$ cat src/rtl/cpu_bus_bridge.sv
// CPU local-bus to register-file bus bridge.
// Synchronizes the asynchronous CPU strobes and turns each CPU access into exactly one
// single-cycle we/re strobe, then acknowledges the CPU with ta_n.
module cpu_bus_bridge #(
    parameter int unsigned AW         = 22,
    parameter int unsigned DW         = 32,
    parameter int unsigned ACK_CYCLES = 2
) (
    input  logic          clk,
    input  logic          rst_n,
    input  logic          cpu_cs_n,
    input  logic          cpu_rd_n,
    input  logic          cpu_wr_n,
    input  logic [AW-1:0] cpu_addr,
    input  logic [DW-1:0] cpu_din,
    output logic [DW-1:0] cpu_dout,
    output logic          cpu_doe,
    output logic          cpu_ta_n,
    output logic [AW-1:0] addr,
    output logic          we,
    output logic          re,
    output logic [DW-1:0] write_data,
    input  logic [DW-1:0] read_data,
    output logic          err,
    output logic [7:0]    err_cnt
);

    typedef enum logic [2:0] {
        StIdle,
        StWrite,
        StRead,
        StAck,
        StRelease
    } state_t;

    localparam logic [3:0] AckLast = 4'(ACK_CYCLES - 1);

    state_t     state;
    logic [3:0] ack_cnt;
    // Synchronizer output is not trustworthy until the preset value has flushed out.
    logic [1:0] settle;

    logic [1:0] cs_sync;
    logic [1:0] rd_sync;
    logic [1:0] wr_sync;
    logic       cs_s;
    logic       rd_s;
    logic       wr_s;

    // Two-flop synchronizers on the raw active-low strobes, preset inactive.
    always_ff @(posedge clk) begin
        if (!rst_n) begin
            cs_sync <= 2'b11;
            rd_sync <= 2'b11;
            wr_sync <= 2'b11;
        end else begin
            cs_sync <= {cs_sync[0], cpu_cs_n};
            rd_sync <= {rd_sync[0], cpu_rd_n};
            wr_sync <= {wr_sync[0], cpu_wr_n};
        end
    end

    assign cs_s = ~cs_sync[1];
    assign rd_s = ~rd_sync[1];
    assign wr_s = ~wr_sync[1];

    // Access sequencer with registered bus and CPU-side outputs.
    always_ff @(posedge clk) begin
        if (!rst_n) begin
            state      <= StRelease;
            settle     <= 2'd2;
            ack_cnt    <= 4'd0;
            we         <= 1'b0;
            re         <= 1'b0;
            cpu_ta_n   <= 1'b1;
            cpu_doe    <= 1'b0;
            cpu_dout   <= '0;
            addr       <= '0;
            write_data <= '0;
            err        <= 1'b0;
            err_cnt    <= 8'd0;
        end else begin
            err <= 1'b0;
            unique case (state)
                StIdle: begin
                    if (cs_s && wr_s && !rd_s) begin
                        addr       <= cpu_addr;
                        write_data <= cpu_din;
                        we         <= 1'b1;
                        state      <= StWrite;
                    end else if (cs_s && rd_s && !wr_s) begin
                        addr  <= cpu_addr;
                        re    <= 1'b1;
                        state <= StRead;
                    end else if (cs_s && rd_s && wr_s) begin
                        err <= 1'b1;
                        if (err_cnt != 8'hff) begin
                            err_cnt <= err_cnt + 8'd1;
                        end
                        state <= StRelease;
                    end
                end
                StWrite: begin
                    we       <= 1'b0;
                    cpu_ta_n <= 1'b0;
                    ack_cnt  <= AckLast;
                    state    <= StAck;
                end
                StRead: begin
                    // read_data is combinational from re/addr, so it is valid at this edge.
                    re       <= 1'b0;
                    cpu_dout <= read_data;
                    cpu_doe  <= 1'b1;
                    cpu_ta_n <= 1'b0;
                    ack_cnt  <= AckLast;
                    state    <= StAck;
                end
                StAck: begin
                    if (ack_cnt == 4'd0) begin
                        cpu_ta_n <= 1'b1;
                        state    <= StRelease;
                    end else begin
                        ack_cnt <= ack_cnt - 4'd1;
                    end
                end
                StRelease: begin
                    cpu_ta_n <= 1'b1;
                    if (settle != 2'd0) begin
                        settle <= settle - 2'd1;
                    end else if (!cs_s) begin
                        cpu_doe <= 1'b0;
                        state   <= StIdle;
                    end
                end
                default: state <= StRelease;
            endcase
        end
    end

endmodule

$ cat config.mk
export PLATFORM = sky130hd
export DESIGN_NAME = cpu_bus_bridge
export DESIGN_NICKNAME = d
export VERILOG_FILES = /design/src/rtl/cpu_bus_bridge.sv
export SDC_FILE = /design/constraint.sdc
export NUM_CORES = 1
export LEC_CHECK = 0
export CAP_MARGIN = 10
export CORE_MARGIN = 3
export CORE_UTILIZATION = 41
export DETAILED_ROUTE_END_ITERATION = 16
export PLACE_DENSITY = 0.86
export SLEW_MARGIN = 20
export SYNTH_ARGS = -nofsm -noshare
export SYNTH_HDL_FRONTEND = slang
export SYNTH_SLANG_ARGS = --single-unit
$ cat constraint.sdc
create_clock -name clk -period 2.8 [get_ports clk]
set_input_delay 0.56 -clock clk [delete_from_list [all_inputs] [get_ports clk]]
set_output_delay 0.56 -clock clk [all_outputs]
set_load 0.1 [all_outputs]
---- Word-level counts from Yosys, hierarchy flattened ----
Cells that the tools add are included.
storage, ports and cells
  register bits after elaboration ......... 114
  input bits .............................. 91
  output and inout port bits .............. 99
  word-level logic and storage cells ...... 86
cells by class
  $add $sub $neg .......................... 3
  equality and inequality tests ........... 13
  multiplexer cells ....................... 22
  bitwise gates (word level) .............. 7
  reductions and logical operators ........ 26
operators by type and width
  operator                                              count
  2-to-1 mux 22 bit                                     2
  2-to-1 mux 3 bit                                      6
  inequality test 2 bit (second input constant)         7
  one-hot mux 3 bit (4 select lines)                    1
  AND reduction 2 bit                                   6
  nonzero test 2 bit                                    6
  adder 8 x 1 -> 8 bit (second input constant)          1
  inequality test 8 bit (second input constant)         1
  one-hot mux 4 bit (2 select lines)                    1
  2-to-1 mux 1 bit                                      7
  NOT 1 bit                                             7
  equality test 3 x 2 -> 1 bit (second input constant)  2
  one-hot mux 1 bit (2 select lines)                    3
  AND reduction 3 bit                                   2
  logical AND 1 bit                                     5
  AND reduction 5 bit                                   1
  logical NOT 4 bit                                     1
  2-to-1 mux 4 bit                                      1
  inequality test 4 bit (second input constant)         1
  AND reduction 4 bit                                   1
  OR reduction 4 bit                                    1
  subtractor 4 x 1 -> 4 bit (second input constant)     1
  equality test 3 x 1 -> 1 bit (second input constant)  1
  equality test 3 bit (second input constant)           1
  other kinds (5)                                       5

---- Logic depth before layout (Yosys ltp) ----
Gate-level depths: netlist (run 1).
  word-level depth ........................ 7
  gate-level depth with buffers ........... 7
  gate-level depth less buffers ........... 6

---- Worst setup path after synthesis (run 1) ----
Ideal clock, no wire load.
  kind .................................... register to register
  from .................................... register err_cnt[0]
  to ...................................... register err_cnt[6]
  setup time .............................. 117 ps
  data arrival time ....................... 2506 ps
  required time ........................... 2683 ps
  slack ................................... 177 ps
  stages on the path, launching flop included .. 6
  buffers on the path ..................... 0
  period minus slack after synthesis ...... 2623 ps
  path through ............................ dfxtp_1 > ha_1 > nand3_1 > or4_4 > or4b_1 > o211a_1
on the way
  longest elaborated chain between the ends .. 2
  elaborated cells on any way between the ends .. 3
  classes of those cells .................. add/sub (1); eq/ne (1); reduce/logical (1)
RTL lines
  element                                                       RTL line  text
  start: declaration                                            25        output logic [7:0] err_cnt
  start signal: assignment                                      98        err_cnt <= err_cnt + 8'd1;
  branches (longest 2 deep; another with adder 8 x 1 -> 8 bit)  n/a
Parallel ways; which one is timed is not known.
A chain may end at the register's enable or synchronous reset.

---- Worst setup path after layout (run 1) ----
  from .................................... register state[0]
  to ...................................... register err_cnt[6]
on the way
  longest elaborated chain between the ends .. 2
RTL lines
  element                        RTL line  text
  start: declaration             38        state_t state;
  start signal: assignment       70        state <= StRelease;
  start signal: assignment       90        state <= StWrite;
  start signal: assignment       94        state <= StRead;
  logical NOT 3 bit              84        unique case (state)
  AND reduction 5 bit (no line)  n/a
No other way between the ends.

==> results.cfg, run 1 <==
[synthesis]
synth-async-reset-ratio_pct = 0
synthSimpleGateAreaFrac_pct = 24.1
synth_seq_area_share_pct = 54.4
yosysWarnings = 0
synth_top_family_by_area = simple AND/OR/NAND/NOR gates
synthAdderAreaFrac_pct = 0.896
synth_ff_type = dfxtp_1
synth_xor_xnor_area_share_pct = 1.04
synth_compound_area_share_pct = 15.8
synth_fp_nets = 616
synthTopCellsByArea = dfxtp_1 54%, nand2_1 16%, a21oi_1 12%
synth_seq_cells = 114
synthCells = 522
yosysTopAreaCell = dfxtp_1
synth-edff-count = 0
syn_area_um2 = 4190
synth.top_cell.area_share_pct = 54.4
muxShareOfSynthArea_pct = 0
ys_types = 41
synth_area_per_cell_um2 = 8.03

[cells_and_area]
nFillCells = 793
final_cell_mix = 181 x nand2_1, 114 x dfxtp_1, 105 x buf_4
areaGrowthSynthToFinish_pct = 56.3
drive_above_1_share_pct = 19.6
final_common_cell = nand2_1
finish.instance_area_um2 = 6550
n_antenna_cell = 0
fin_nets = 796

[worst_hold_path]
hold_depth = 1
holdCritStartpoint = wr_sync[0]
min_path_type = register to register
whs_endpoint = wr_sync[1]

[floorplanning]
core-area_um2 = 9860
fp.dieH_um = 107
chipWidth_um = 107
die-area_um2 = 11500
initial_core_util_pct = 42.5
rows = 36
ios = 190

[global_routing]
antenna_found_initial = 0
grt_pass1_wl_mm = 18.5
grt_use_total_pct = 20.3
grt_overflow = 0
grt_max_degree = 55
first_global_vias = 3933

[cts]
hold_buffers = 0
htreeDepth = 4
clk_latency_ns = 0.50
ctsResizeCount = 0
clk_pin_slew_worst_paths_ns = 0.06
clk_path_buf_depth = 2
cts_buffers = 17
clockRootBuffer = clkbuf_8
cts_setup_buffers = 0
cts_tree = built
cts_sinks = 114

[placement]
place.gp.congestion = 0.857
io_buffers = 189
dp_hpwl_mm = 8.29
dpl_cell_area_um2 = 5930

[critical_path]
endpoint_kind = register
critPathSlowestCell = or4_1
crit_type = register to register
critPathMaxStageDelay_ns = 0.68
crit_arrival_ns = 2.75
reg2regPathDepth = 4
critPathMaxFanout = 12
reg2reg_to = err_cnt[6]
startpoint_type = register
r2r_start = state[0]
cp_cell_sequence = or4_1 -> or4_4 -> or4b_1 -> o211a_1
cp.required_ns = 3.19
r2r_setup_slack_ns = 0.45

[timing]
final_max_slew_viol_count = 0
tightest_slew_ns = 1.04
fmax_mhz = 425
slew_headroom_pct = 30.7
skew_ns = 0.00883
layout_min_cycle_time_ns = 2.35
finalSetupTns_ns = 0
setup_violations = 0
rsz0062_at_grt = no
hold_viol = 0
period_share_pct = 84.0

[detailed_routing]
first_pass_iters = 5
wl_mm = 11.6
via_count = 4149
routed_via_density = 4.89
detail_route.wl_per_cell_um = 13.7
drt_iter0_markers = 305
drcViolationCount = 0
postRouteAntennaNets = 0

[power_and_ir_drop]
leakage_nw = 2.55
p_total_mw = 4.75
ir_worst_vdd_mv = 0.327
power_density_nw_per_um2 = 726

[run]
maxCapViolations = 0

[status]
outcome = finished clean
registers in the layout (all words and copies together), names as in the netlist, 3 cells and up:
signal and flops:
cpu_dout 32, write_data 32, state 3, addr 22
ack_cnt 4, err_cnt 8
critical path, delay by kind of cell, from the launching register on:
kind	cells	cell delay (ns)
and+or+nand+nor	3	1.70
DFF	1	0.40
AOI/OAI and AO/OA	1	0.14
synth_stat cells, drive strengths merged (3+ instances only):
library cell and number:
xnor2 4, nor2 11, ha 3, nor4 3, nand2b 8, clkbuf 33, nand3b 3, a21oi 97
dfxtp 114, o211ai 4, o21ai 9, or3 6, nor3 8, o211a 3, nand2 181, inv 7
worst max-delay path by stage:
| stage | slack, ns | endpoint | from | cells after the start |
|---|---|---|---|---|
| floorplan | 0.18 | err_cnt[6] | err_cnt[0] | 5 |
| global placement | 0.52 | err_cnt[6] | state[0] | 4 |
| detailed placement | 0.45 | err_cnt[6] | state[0] | 4 |
| CTS | 0.45 | err_cnt[6] | state[0] | 4 |
| global route | 0.32 | err_cnt[6] | state[2] | 4 |
| finish | 0.45 | err_cnt[6] | state[0] | 4 |
cells by family after synthesis:
kind of cell / Yosys count
buf+inv: 42
compound gates: 122
flops: 114
xor+xnor: 5
simple gates: 236
fa+ha+maj: 3
power by group:
part | total, mW | leakage (nW) | switching [mW] | internal, mW
combinational | 0.777 | 1.32 | 0.489 | 0.288
clock | 2.21 | 0.307 | 0.702 | 1.50
sequential | 1.77 | 0.921 | 0.0747 | 1.70
stage by stage:
step,util (%),hold WS [ns],worst slack [ns],cells
final,66.4,0.412,0.448,848
after global routing,66.4,0.437,0.319,848
after CTS,66.4,0.416,0.446,848
after detailed placement,60.2,0.400,0.451,816
after global placement,60.2,0.390,0.523,816
after floorplan,-,0.386,0.177,522
routing by layer:
metal,track usage (%),wire length (µm)
met5,0,0
met2,34.3,6100
met1,23.4,4530
met3,6.14,700
met4,9.22,302
area by class of cell:
cell class,count,area [µm²],area share (%)
inverters,7,26.3,0.401
repair buffers,196,1710,26.1
clock buffers,21,459,7.01
well taps,133,166,2.54
flip-flops and latches,114,2280,34.8
clock inverters,11,158,2.41
multi-input cells,366,1750,26.7
Note: power is estimated with default switching activity, not from simulation.
==> run 2, diff against run 1 <==
==> constraint.sdc (replaced) <==
create_clock -name clk -period 2.3 [get_ports clk]
set_input_delay 0.46 -clock clk [delete_from_list [all_inputs] [get_ports clk]]
set_output_delay 0.46 -clock clk [all_outputs]
set_load 0.1 [all_outputs]
==> run 2 against run 1 <==
Against the previous run: global-route usage down 0.24 points; die area unchanged; cell count is 0.83% higher; final area grew 0.25%; power up 18%; setup slack got worse by 0.26 ns; first-iteration DRC count down 15%; clock skew is 0.0058 ns higher; critical path type unchanged; critical endpoint unchanged; largest cell class unchanged.
==> results.cfg, run 2 (synthesized netlist as in run 1, its figures left out) <==
[power_and_ir_drop]
leakage_nw = 2.54
power_density_nw_per_um2 = 855
p_total_mw = 5.61
ir_worst_vdd_mv = 0.449

[timing]
setup_violations = 0
tightest_slew_ns = 0.825
hold_viol = 0
layout_min_cycle_time_ns = 2.11
rsz0062_at_grt = no
finalSetupTns_ns = 0
setup_slack_ns = 0.190
final_max_slew_viol_count = 0
period_share_pct = 91.8
fmax_mhz = 474
slew_headroom_pct = 45.0
skew_ns = 0.0146

[cts]
ctsResizeCount = 0
cts_tree = built
cts_sinks = 114
cts_setup_buffers = 0
hold_buffers = 0
clockRootBuffer = clkbuf_8
clk_path_buf_depth = 2
htreeDepth = 4
clk_pin_slew_worst_paths_ns = 0.06
clk_latency_ns = 0.50
cts_buffers = 17

[cells_and_area]
fin_nets = 803
largestRegisters = cpu_dout: 32 flops, write_data: 32 flops, addr: 22 flops
post-route-util_pct = 66.6
n_antenna_cell = 0
final_cell_mix = 181 x nand2_1, 112 x buf_4, 110 x dfxtp_1
final_common_cell = nand2_1
areaGrowthSynthToFinish_pct = 56.7
drive_above_1_share_pct = 21.1
nFillCells = 796
final_cells = 855

[critical_path]
startpoint_type = register
critPathSlowestCell = or4_1
cpLargestDelayFamily = simple AND/OR/NAND/NOR gates
crit_arrival_ns = 2.51
critPathMaxStageDelay_ns = 0.56
cp_cell_sequence = or4_1 -> or4_4 -> or4b_1 -> o211a_1
crit_type = register to register
endpoint_kind = register
critPathMaxFanout = 4
critPathBufInv = 0
cp.required_ns = 2.70

[floorplanning]
chipWidth_um = 107
initial_core_util_pct = 42.5
rows = 36
core-area_um2 = 9860
die-area_um2 = 11500
fp.dieH_um = 107
ios = 190

[detailed_routing]
detail_route.wl_per_cell_um = 13.5
wl_mm = 11.6
drcViolationCount = 0
via_count = 4155
first_pass_iters = 4
drt_iter0_markers = 258
postRouteAntennaNets = 0
routed_via_density = 4.86

[global_routing]
grt_use_total_pct = 20.0
antenna_found_initial = 0
grt_max_degree = 43
first_global_vias = 4042
grt_overflow = 0
grt_pass1_wl_mm = 18.7

[worst_hold_path]
min_path_type = register to register

[status]
outcome = finished clean

[placement]
io_buffers = 189
post-place-cells = 823
place.gp.congestion = 0.853
dp_hpwl_mm = 8.34
dp_slack_ns = 0.199

[run]
maxCapViolations = 0
==> run 2: layout make-up <==
cell class	instances	area, µm²	area share, %
clock buffer	17	414	6.31
tap	133	166	2.53
sequential	114	2290	34.8
timing repair buffer	203	1760	26.8
multi-input combinational	366	1750	26.7
inverter	7	26.3	0.400
clock inverter	15	161	2.46
==> run 2: per-stage QoR <==
stage / hold slack [ns] / area (µm²)
after floorplan: 0.386 / 4200
after global placement: 0.388 / 5990
after detailed placement: 0.400 / 5990
after CTS: 0.414 / 6570
after global routing: 0.431 / 6570
final: 0.409 / 6570
==> run 2: power breakdown <==
group          internal [mW]  total (mW)  switching, mW
Sequential              2.06        2.11         0.0478
Combinational          0.385        1.03          0.649
Clock                   1.55        2.47          0.921
Total                   4.00        5.61           1.62
==> run 2: path summary, 6_finish.rpt <==
check / start / endpoint / slack, ns / depth (start not counted)
worst max-delay path: state[2] / err_cnt[6] / 0.19 / 4
worst min-delay path: wr_sync[0] / wr_sync[1] / 0.41 / 1
worst max register to register: state[2] / err_cnt[6] / 0.19 / 4
worst min register to register: wr_sync[0] / wr_sync[1] / 0.41 / 1
==> run 2: worst reg2reg max path, delay by kind of cell (launching register included) <==
family / cells / cell delay (ns)
AO/OA/AOI/OAI: 1 / 0.14
AND/OR/NAND/NOR: 3 / 1.58
flip-flops: 1 / 0.31
==> run 2: metal layers <==
metal	vias up	part of all wire, %	track usage [%]
li1	2113	-	-
met5	-	0	0
met1	1902	41	22.7
met3	14	5.5	5.66
met2	126	52	35.9
met4	0	1.8	6.67
==> run 3, diff against run 2 <==
--- a/config.mk
+++ b/config.mk
@@ -10,7 +10,7 @@
 export CORE_UTILIZATION = 41
 export DETAILED_ROUTE_END_ITERATION = 16
 export PLACE_DENSITY = 0.86
-export SLEW_MARGIN = 20
+export SLEW_MARGIN = 10
 export SYNTH_ARGS = -nofsm -noshare
 export SYNTH_HDL_FRONTEND = slang
 export SYNTH_SLANG_ARGS = --single-unit
==> results of run 3 <==
No change in the layout: final DEF, timing and power equal those of run 2.
